<file path="src/rtl/reg_bank_pkg.sv">
// Shared constants and address-decode helpers for the banked register file.
package reg_bank_pkg;

  localparam int unsigned DEF_DATA_WIDTH    = 8;
  localparam int unsigned DEF_NUM_BANKS     = 4;
  localparam int unsigned DEF_BANK_REGS     = 4;
  localparam int unsigned DEF_DOUBLE_BUFFER = 1;

  function automatic int unsigned addr_bits(input int unsigned nregs);
    return (nregs > 1) ? $clog2(nregs) : 1;
  endfunction

  localparam int unsigned REG_BITS   = $clog2(DEF_BANK_REGS);
  localparam int unsigned ADDR_WIDTH = addr_bits(DEF_NUM_BANKS * DEF_BANK_REGS);

  function automatic int unsigned bank_of(input int unsigned addr,
                                          input int unsigned reg_bits,
                                          input int unsigned num_banks);
    return (addr >> reg_bits) & (num_banks - 1);
  endfunction

  function automatic int unsigned reg_of(input int unsigned addr,
                                         input int unsigned bank_regs);
    return addr & (bank_regs - 1);
  endfunction

endpackage

</file>
<file path="src/rtl/reg_bank_array_rise_detect.sv">
// Rising-edge detector on a level strobe: 2-bit sample history, one-cycle pulse.
module rise_detect (
  input  logic clk,
  input  logic rst_n,
  input  logic level_i,
  output logic rise_o
);

  logic [1:0] hist_q, hist_d;
  logic       primed_q;

  // The first sample after reset fills both history bits, so a level that is
  // already high at release never looks like a 0->1 transition.
  always_comb begin
    hist_d = {(primed_q ? hist_q[0] : level_i), level_i};
  end

  always_ff @(posedge clk or negedge rst_n) begin
    if (!rst_n) begin
      hist_q   <= '0;
      primed_q <= 1'b0;
    end else begin
      hist_q   <= hist_d;
      primed_q <= 1'b1;
    end
  end

  assign rise_o = (hist_q == 2'b01);

endmodule

</file>
<file path="src/rtl/reg_bank_array.sv">
// Banked register file fed by the serial receiver; optional shadow copy per bank
// committed atomically when the bank's top register is written.
module reg_bank_array #(
  parameter  int unsigned DATA_WIDTH    = reg_bank_pkg::DEF_DATA_WIDTH,
  parameter  int unsigned NUM_BANKS     = reg_bank_pkg::DEF_NUM_BANKS,
  parameter  int unsigned BANK_REGS     = reg_bank_pkg::DEF_BANK_REGS,
  parameter  int unsigned DOUBLE_BUFFER = reg_bank_pkg::DEF_DOUBLE_BUFFER,
  localparam int unsigned ADDR_WIDTH    = reg_bank_pkg::addr_bits(NUM_BANKS * BANK_REGS)
) (
  input  logic                                  clk,
  input  logic                                  rst_n,
  input  logic [ADDR_WIDTH-1:0]                 uart_addr,
  input  logic [DATA_WIDTH-1:0]                 uart_data,
  input  logic                                  uart_ready,
  input  logic [ADDR_WIDTH-1:0]                 rd_addr,
  output logic [DATA_WIDTH-1:0]                 rd_data,
  output logic [NUM_BANKS*BANK_REGS*DATA_WIDTH-1:0] reg_data,
  output logic [NUM_BANKS-1:0]                  reg_event,
  output logic [NUM_BANKS-1:0]                  bank_pending
);
  import reg_bank_pkg::*;

  localparam int unsigned NREGS     = NUM_BANKS * BANK_REGS;
  localparam int unsigned LREG_BITS = $clog2(BANK_REGS);
  localparam int unsigned BANK_BITS = (NUM_BANKS > 1) ? $clog2(NUM_BANKS) : 1;

  logic                  wr_evt;
  logic [DATA_WIDTH-1:0] active_q [NREGS];
  logic [DATA_WIDTH-1:0] active_d [NREGS];
  logic [DATA_WIDTH-1:0] bank_src [NREGS];
  logic [NUM_BANKS-1:0]  pending_q, pending_d;
  logic [NUM_BANKS-1:0]  event_q, event_d;
  logic [DATA_WIDTH-1:0] rd_data_q;
  logic [BANK_BITS-1:0]  wbank;
  logic                  top_reg;

  rise_detect u_rise (
    .clk     (clk),
    .rst_n   (rst_n),
    .level_i (uart_ready),
    .rise_o  (wr_evt)
  );

  always_comb begin
    wbank   = BANK_BITS'(bank_of(32'(uart_addr), LREG_BITS, NUM_BANKS));
    top_reg = (reg_of(32'(uart_addr), BANK_REGS) == BANK_REGS - 1);
  end

  // bank_src is the post-write image of every register; a commit copies the
  // written bank from it, so the top-register data lands on the same edge.
  generate
    if (DOUBLE_BUFFER != 0) begin : g_shadow
      logic [DATA_WIDTH-1:0] shadow_q [NREGS];
      logic [DATA_WIDTH-1:0] shadow_d [NREGS];

      always_comb begin
        shadow_d = shadow_q;
        if (wr_evt) shadow_d[uart_addr] = uart_data;
        bank_src = shadow_d;
      end

      always_ff @(posedge clk or negedge rst_n) begin
        if (!rst_n) begin
          for (int unsigned n = 0; n < NREGS; n++) shadow_q[n] <= '0;
        end else begin
          shadow_q <= shadow_d;
        end
      end
    end else begin : g_direct
      always_comb begin
        bank_src = active_q;
        if (wr_evt) bank_src[uart_addr] = uart_data;
      end
    end
  endgenerate

  always_comb begin
    active_d  = active_q;
    pending_d = pending_q;
    event_d   = '0;
    if (wr_evt) begin
      if (top_reg || DOUBLE_BUFFER == 0) begin
        for (int unsigned n = 0; n < NREGS; n++) begin
          if (BANK_BITS'(n / BANK_REGS) == wbank) active_d[n] = bank_src[n];
        end
      end
      if (top_reg) event_d[wbank] = 1'b1;
      if (DOUBLE_BUFFER != 0) pending_d[wbank] = !top_reg;
    end
  end

  always_ff @(posedge clk or negedge rst_n) begin
    if (!rst_n) begin
      for (int unsigned n = 0; n < NREGS; n++) active_q[n] <= '0;
      pending_q <= '0;
      event_q   <= '0;
      rd_data_q <= '0;
    end else begin
      active_q  <= active_d;
      pending_q <= pending_d;
      event_q   <= event_d;
      rd_data_q <= active_q[rd_addr];
    end
  end

  generate
    for (genvar g = 0; g < NREGS; g++) begin : g_flat
      assign reg_data[g*DATA_WIDTH +: DATA_WIDTH] = active_q[g];
    end
  endgenerate

  assign rd_data      = rd_data_q;
  assign reg_event    = event_q;
  assign bank_pending = pending_q;

endmodule

</file>
<file path="config.mk">
export PLATFORM = sky130hd
export DESIGN_NAME = reg_bank_array
export DESIGN_NICKNAME = d
export VERILOG_FILES = /design/src/rtl/reg_bank_pkg.sv /design/src/rtl/reg_bank_array_rise_detect.sv /design/src/rtl/reg_bank_array.sv
export SDC_FILE = /design/constraint.sdc
export NUM_CORES = 1
export LEC_CHECK = 0
export ABC_AREA = 1
export ABC_CLOCK_PERIOD_IN_PS = 1600
export CORE_MARGIN = 2
export CORE_UTILIZATION = 50
export DETAILED_ROUTE_END_ITERATION = 10
export GPL_TIMING_DRIVEN = 0
export PLACE_DENSITY = 0.74
export SYNTH_ARGS = -nofsm -noshare
export SYNTH_HDL_FRONTEND = slang
export SYNTH_SLANG_ARGS = --single-unit
</file>
<file path="constraint.sdc">
create_clock -name clk -period 1.6 [get_ports clk]
set_input_delay 0.32 -clock clk [delete_from_list [all_inputs] [get_ports clk]]
set_output_delay 0.32 -clock clk [all_outputs]
set_load 0.01 [all_outputs]
</file>
**Word level (Yosys, flattened, before mapping)**

Index checks and enable logic that the tools add are counted.

- Bits in registers: 275
- Logic and storage cells: 70
- Input port bits: 19
- Output and inout port bits: 144

- Multiplexer cells: 13
- Bitwise operators: 2
- Reductions and logical operators: 8
- Equality and inequality tests: 5
- Magnitude comparators: 5

Operators with widths:

| operator | count |
|---|---|
| $bwmux 128 | 1 |
| $mux 128 | 1 |
| $bmux 8 s4 | 1 |
| $demux 8 s4 | 1 |
| $mux 8 | 3 |
| $reduce_and 3->1 | 4 |
| $ge 5x5->1 const B | 2 |
| $not 4->5 | 2 |
| $mux 4 | 2 |
| $lt 5x1->1 const B | 1 |
| $bwmux 4 | 1 |
| $eq 2x2->1 const A | 2 |
| $lt 2x3->1 const B | 1 |
| $demux 1 s2 | 1 |
| $eq 1x2->1 const A | 1 |
| $eq 2x1->1 const B | 1 |
| $eq 2x2->1 const B | 1 |
| $ge 2x1->1 const B | 1 |
| $logic_and 1x1->1 | 2 |
| $logic_not 2->1 | 1 |
| $mux 1 | 2 |
| $logic_not 1->1 | 1 |

**Depth between registers and ports, before layout**

- Depth after elaboration: 7
- Mapped depth: 9
- Gate-level depth less buffers: 8

**Modules after synthesis**

From an unflattened synthesis, not the netlist that was laid out.

- Cells, all modules: 1355
- Area total of the unflattened synthesis: 10821.6 sq um

By module, submodules not included:

| module | area each (sq um) | cells an instance | times used | sequential area each (sq um) |
|---|---|---|---|---|
| reg_bank_array | 10717.8 | 1345 | 1 | 6005.8 |
| rise_detect | 103.8 | 10 | 1 | 75.1 |

**Worst setup path before layout**

No wires, ideal clock.

- Path kind: register -> register
- From: register u_rise.hist_q[1]
- To: register g_shadow.shadow_q[56] in the netlist's numbering
- Slack: 282 ps
- Arrival time: 1199 ps
- Library setup time: 119 ps
- Stages on the path, launching flop included: 7
- Period minus slack after synthesis: 1318 ps
- Buffers on the path: 1
- Cells stage by stage: dfrtp_1 -> inv_1 -> nand2_4 -> nor2_4 -> nand2_2 -> buf_4 -> o21a_1

RTL lines:

| what | RTL line | source |
|---|---|---|
| start: declaration | reg_bank_array_rise_detect.sv:9 | `logic [1:0] hist_q, hist_d;` |
| start signal: assignment | reg_bank_array_rise_detect.sv:23 | `hist_q <= hist_d;` |
| end signal: assignment | reg_bank_array.sv:66 | `shadow_q <= shadow_d;` |
| end: declaration | reg_bank_array.sv:53 | `logic [DATA_WIDTH-1:0] shadow_q [NREGS];` |

==> reports/results.txt <==
For the number of violations of the max-capacitance limit, the log shows 0. Across the routed clock network, the largest skew measured is 21.5 ps. The x dimension of the die works out to 155 um. The most critical setup path has its startpoint at uart_data[5].

The run gives 2070 ps as the arrival time of data at the critical path endpoint. After floorplanning, the core was sized to cover 22500 um^2. The fmax was 608 MHz; the switching fraction of total power was 31.5%.

The internal power component is 13.2 mW. The number of failing hold endpoints at the final stage was 0; the area of the mapped netlist was 11400 um^2. The routed layout has 10622 vias.

The synthesized netlist devotes 0% of its cell area to XOR and XNOR gates. The worst setup path is captured at a flip-flop. The first global-routing pass estimated 57.4 mm of wire. The final number of max-transition violations is 0. Once layout is complete, the utilization of the core stands at 64.8%.

After layout, the design draws a total of 19.3 mW. After clock tree synthesis, the clock-pin slew on the worst setup and hold paths is 70 ps. For the global placement routability congestion, the log shows 0.965. Measured in cells, the most critical reg-to-reg path has a length of 7.

Dividing the detail-routed via count by the number of cells gives 5.34. Synthesis produced a netlist whose cell count is 1457. Before antenna repair, the detailed router went through 5 iterations.

The register bit total from synthesis was 243. The routed design has 37.8 mm of wire. 163 I/O pins were placed. After Yosys synthesis, and, or, nand and nor cells account for 30.3% of the synthesized area. Clock latency on the worst-skew pair, taken at its later pin, is 540 ps.

The die area was 24100 um^2; the post-synthesis net count was 1476. The least setup slack across all paths after layout was -44.5 ps. The maximum ir drop on the vdd rail was 719 uV. Entering global routing, the biggest net connects 109 pins. The floorplan has 55 rows. Along the worst path, the maximum fanout reaches 10. The capturing point of the worst reg2reg path is reg_data[59]. The path class of the lowest-slack min-delay path was in2reg. The logs give 26 for the number of buffers created by CTS and 178 ps for the final worst hold slack. The tree built by TritonCTS fans out to 243 sinks. The final period utilization works out to 103%.

The worst register-to-register path begins at u_rise.hist_q[1]. The dominant cell type by area after synthesis is dfrtp_1. The slew of the pin with the lowest slew margin is 1170 ps. Dividing the detail-routed wire length by the instance count gives 19.0 um. Setup repair after global routing could not meet its margin everywhere. For the initial antenna violation count, the log shows 2.

Dominant combinational cell family by area after synthesis: simple AND/OR/NAND/NOR gates. Buffers placed on the I/O ports in this run total 158. The worst setup path is of the in2reg kind.

Summed over all nets, the half-perimeter wirelength after detailed placement is 25.5 mm. In the final design database the tool counted 1712 nets. In this run the mean area of a mapped cell was 7.84 um^2. Worst-case clock buffer depth: 3.

The checks that failed: negative setup slack. The diode insertion count for antenna repair is 0, and the standby leakage power is 7.94 nW. The adder and majority cell fraction of the synthesized area was 0%.

Total track usage: 31.4%. STA classifies the critical path startpoint as a primary input. The flow ran to the end, but the final reports show violations. After synthesis, the share of cell area in mux cells is 0.0986%. The portion of the post-synthesis area used by sequential elements was 53.2%.

Following the worst setup path forward leads to its endpoint at reg_data[101]. The height of the die works out to 155 um. The required time reported for the critical path endpoint is 2030 ps, and the residual overflow from global routing is 0. The maximum level of the CTS H-tree is 1, and the fraction of layout cells with a size suffix above 1 is 10.9%.

The number of remaining DRC errors came out at 0. The final antenna-violating net count was 0. The post-place instance area came out at 13400 um^2. Compared with the post-synthesis result, the final layout area differs by 27.6%. The root buffer cell chosen for the clock tree is clkbuf_16.

The area fraction of the dominant cell type after synthesis was 53.2%; the fraction of power consumed by the clock network was 31.5%. For the number of warnings issued by yosys, the log shows 0. TritonCTS built the clock tree. In the post-synthesis netlist, the biggest area contributors are dfrtp_1 53%, nand2_1 19%, nand3_1 7.4%, inv_1 6.7%, o21a_1 3.2%.

For the net switching power, the log shows 6.07 mW. Power spread over the standard cell area amounts to 1320 nW/um^2. Number of global-route vias before repair: 10130. The initial utilization of the core area, before any placement, comes to 50.8%.

Combinational logic is responsible for 25.2% of the overall power. The tools report the sequential share of power as 43.3%. In this run the register-to-register setup slack is 30 ps. Count of distinct cell types in the synthesized netlist: 26.

For the final routed database, the setup TNS stands at -156 ps. The routed design could run at a clock period as short as 1640 ps. Setup violations remaining at the end of the flow were counted as 6.

The post-layout instance area was 14600 um^2. The synthesized netlist devotes 5.81% of its cell area to compound gates. The max-slew headroom at the worst pin was 22.2%. After the first detailed-routing iteration, the DRC count stood at 1004.
[placed cells by master, fill, tap and decap left out, drive strengths merged]
cell,n
nand2,576
dfrtp,243
inv,210
nand3,169
dlygate4sd2,141
buf,86
clkbuf,76
o21ai,56
o21a,48
nor2,48
and2,24
clkdlybuf4s50,12
clkinv,4
clkinvlp,3
bufinv,3
clkdlybuf4s15,2
nand4,1
mux2,1
dlygate4sd3,1
dlymetal6s2s,1
conb,1
[logic make-up (layout without fill, tap and decap cells)]
logic type	Yosys count	in the layout
flops	243	243
simple gates	818	818
buf+inv	290	539
compound gates	104	104
other cells	1	1
mux	1	1
[state kept, by name (all words and copies together), names as in the netlist]
name,cells
g_shadow.shadow_q,96
u_rise.hist_q,2
reg_data,128
u_rise.primed_q,1
bank_pending,4
rd_data,8
reg_event,4
[final cells by class]
class                      count  area, um^2
multi-input combinational    924        4200
buffer                        77         425
clock inverter                 7         110
sequential                   243        6080
timing repair buffer         208        1850
clock buffer                  34         732
fill                        1969        7930
tap                          285         357
inverter                     213         816
[how the worst min path moves through the flow]
stage | start | to | depth (start not counted)
2_1_floorplan | rst_n | bank_pending[0] | 0
3_3_place_gp | g_shadow.shadow_q[15] | g_shadow.shadow_q[15] | 2
3_5_place_dp | rst_n | reg_data[108] | 1
4_1_cts | rd_addr[3] | rd_data[3] | 3
5_1_grt | rd_addr[3] | rd_data[3] | 3
6_report | rd_addr[3] | rd_data[3] | 3
[power by group through the flow]
stage / Combinational [mW] / Sequential, mW / Clock (mW)
detailed placement: 4.91 / 8.53 / 0
global placement: 4.77 / 8.55 / 0
floorplan: 2.11 / 8.54 / 0
finish: 4.86 / 8.34 / 6.07
global route: 5.37 / 8.44 / 6.37
CTS: 4.67 / 8.33 / 6.11
[Yosys cell counts (all sizes together)]
| library cell | n |
|---|---|
| conb | 1 |
| buf | 39 |
| nand4 | 1 |
| o21ai | 56 |
| nand3 | 169 |
| dfrtp | 243 |
| and2 | 24 |
| inv | 212 |
| o21a | 48 |
| clkbuf | 38 |
| nand2 | 576 |
| nor2 | 48 |
| mux2 | 1 |
| clkinv | 1 |
[through the flow]
stage,std cells,worst slack (ps)
after floorplan,1457,282
after global placement,1900,-10130
after detailed placement,1902,-716
after CTS,1974,1.39
after global routing,1991,-54.1
final,1991,-44.5
[worst max-delay path, stage by stage]
cell and delay, ps:
clkdlybuf4s50_1 450, inv_1 110, clkbuf_1 810, o21ai_1 220, nand2_1 100, nand2_1 50
[per-layer routing]
metal | vias to the layer above | part of all wire [%] | track usage (%)
met2 | 615 | 45 | 49.1
met4 | 4 | 4.2 | 13.4
met3 | 113 | 10 | 4.85
met5 | - | 0.069 | 0
li1 | 4894 | - | -
met1 | 4996 | 40 | 43.9
[what timing repair did]
item,CTS,global route
resized for setup,153,48
pin swaps,3,6
endpoints found under the setup margin,259,163
hold buffers,1,0
endpoints found under the hold margin,62,0
setup buffers,30,17
Note: power is estimated with default switching activity, not from simulation.
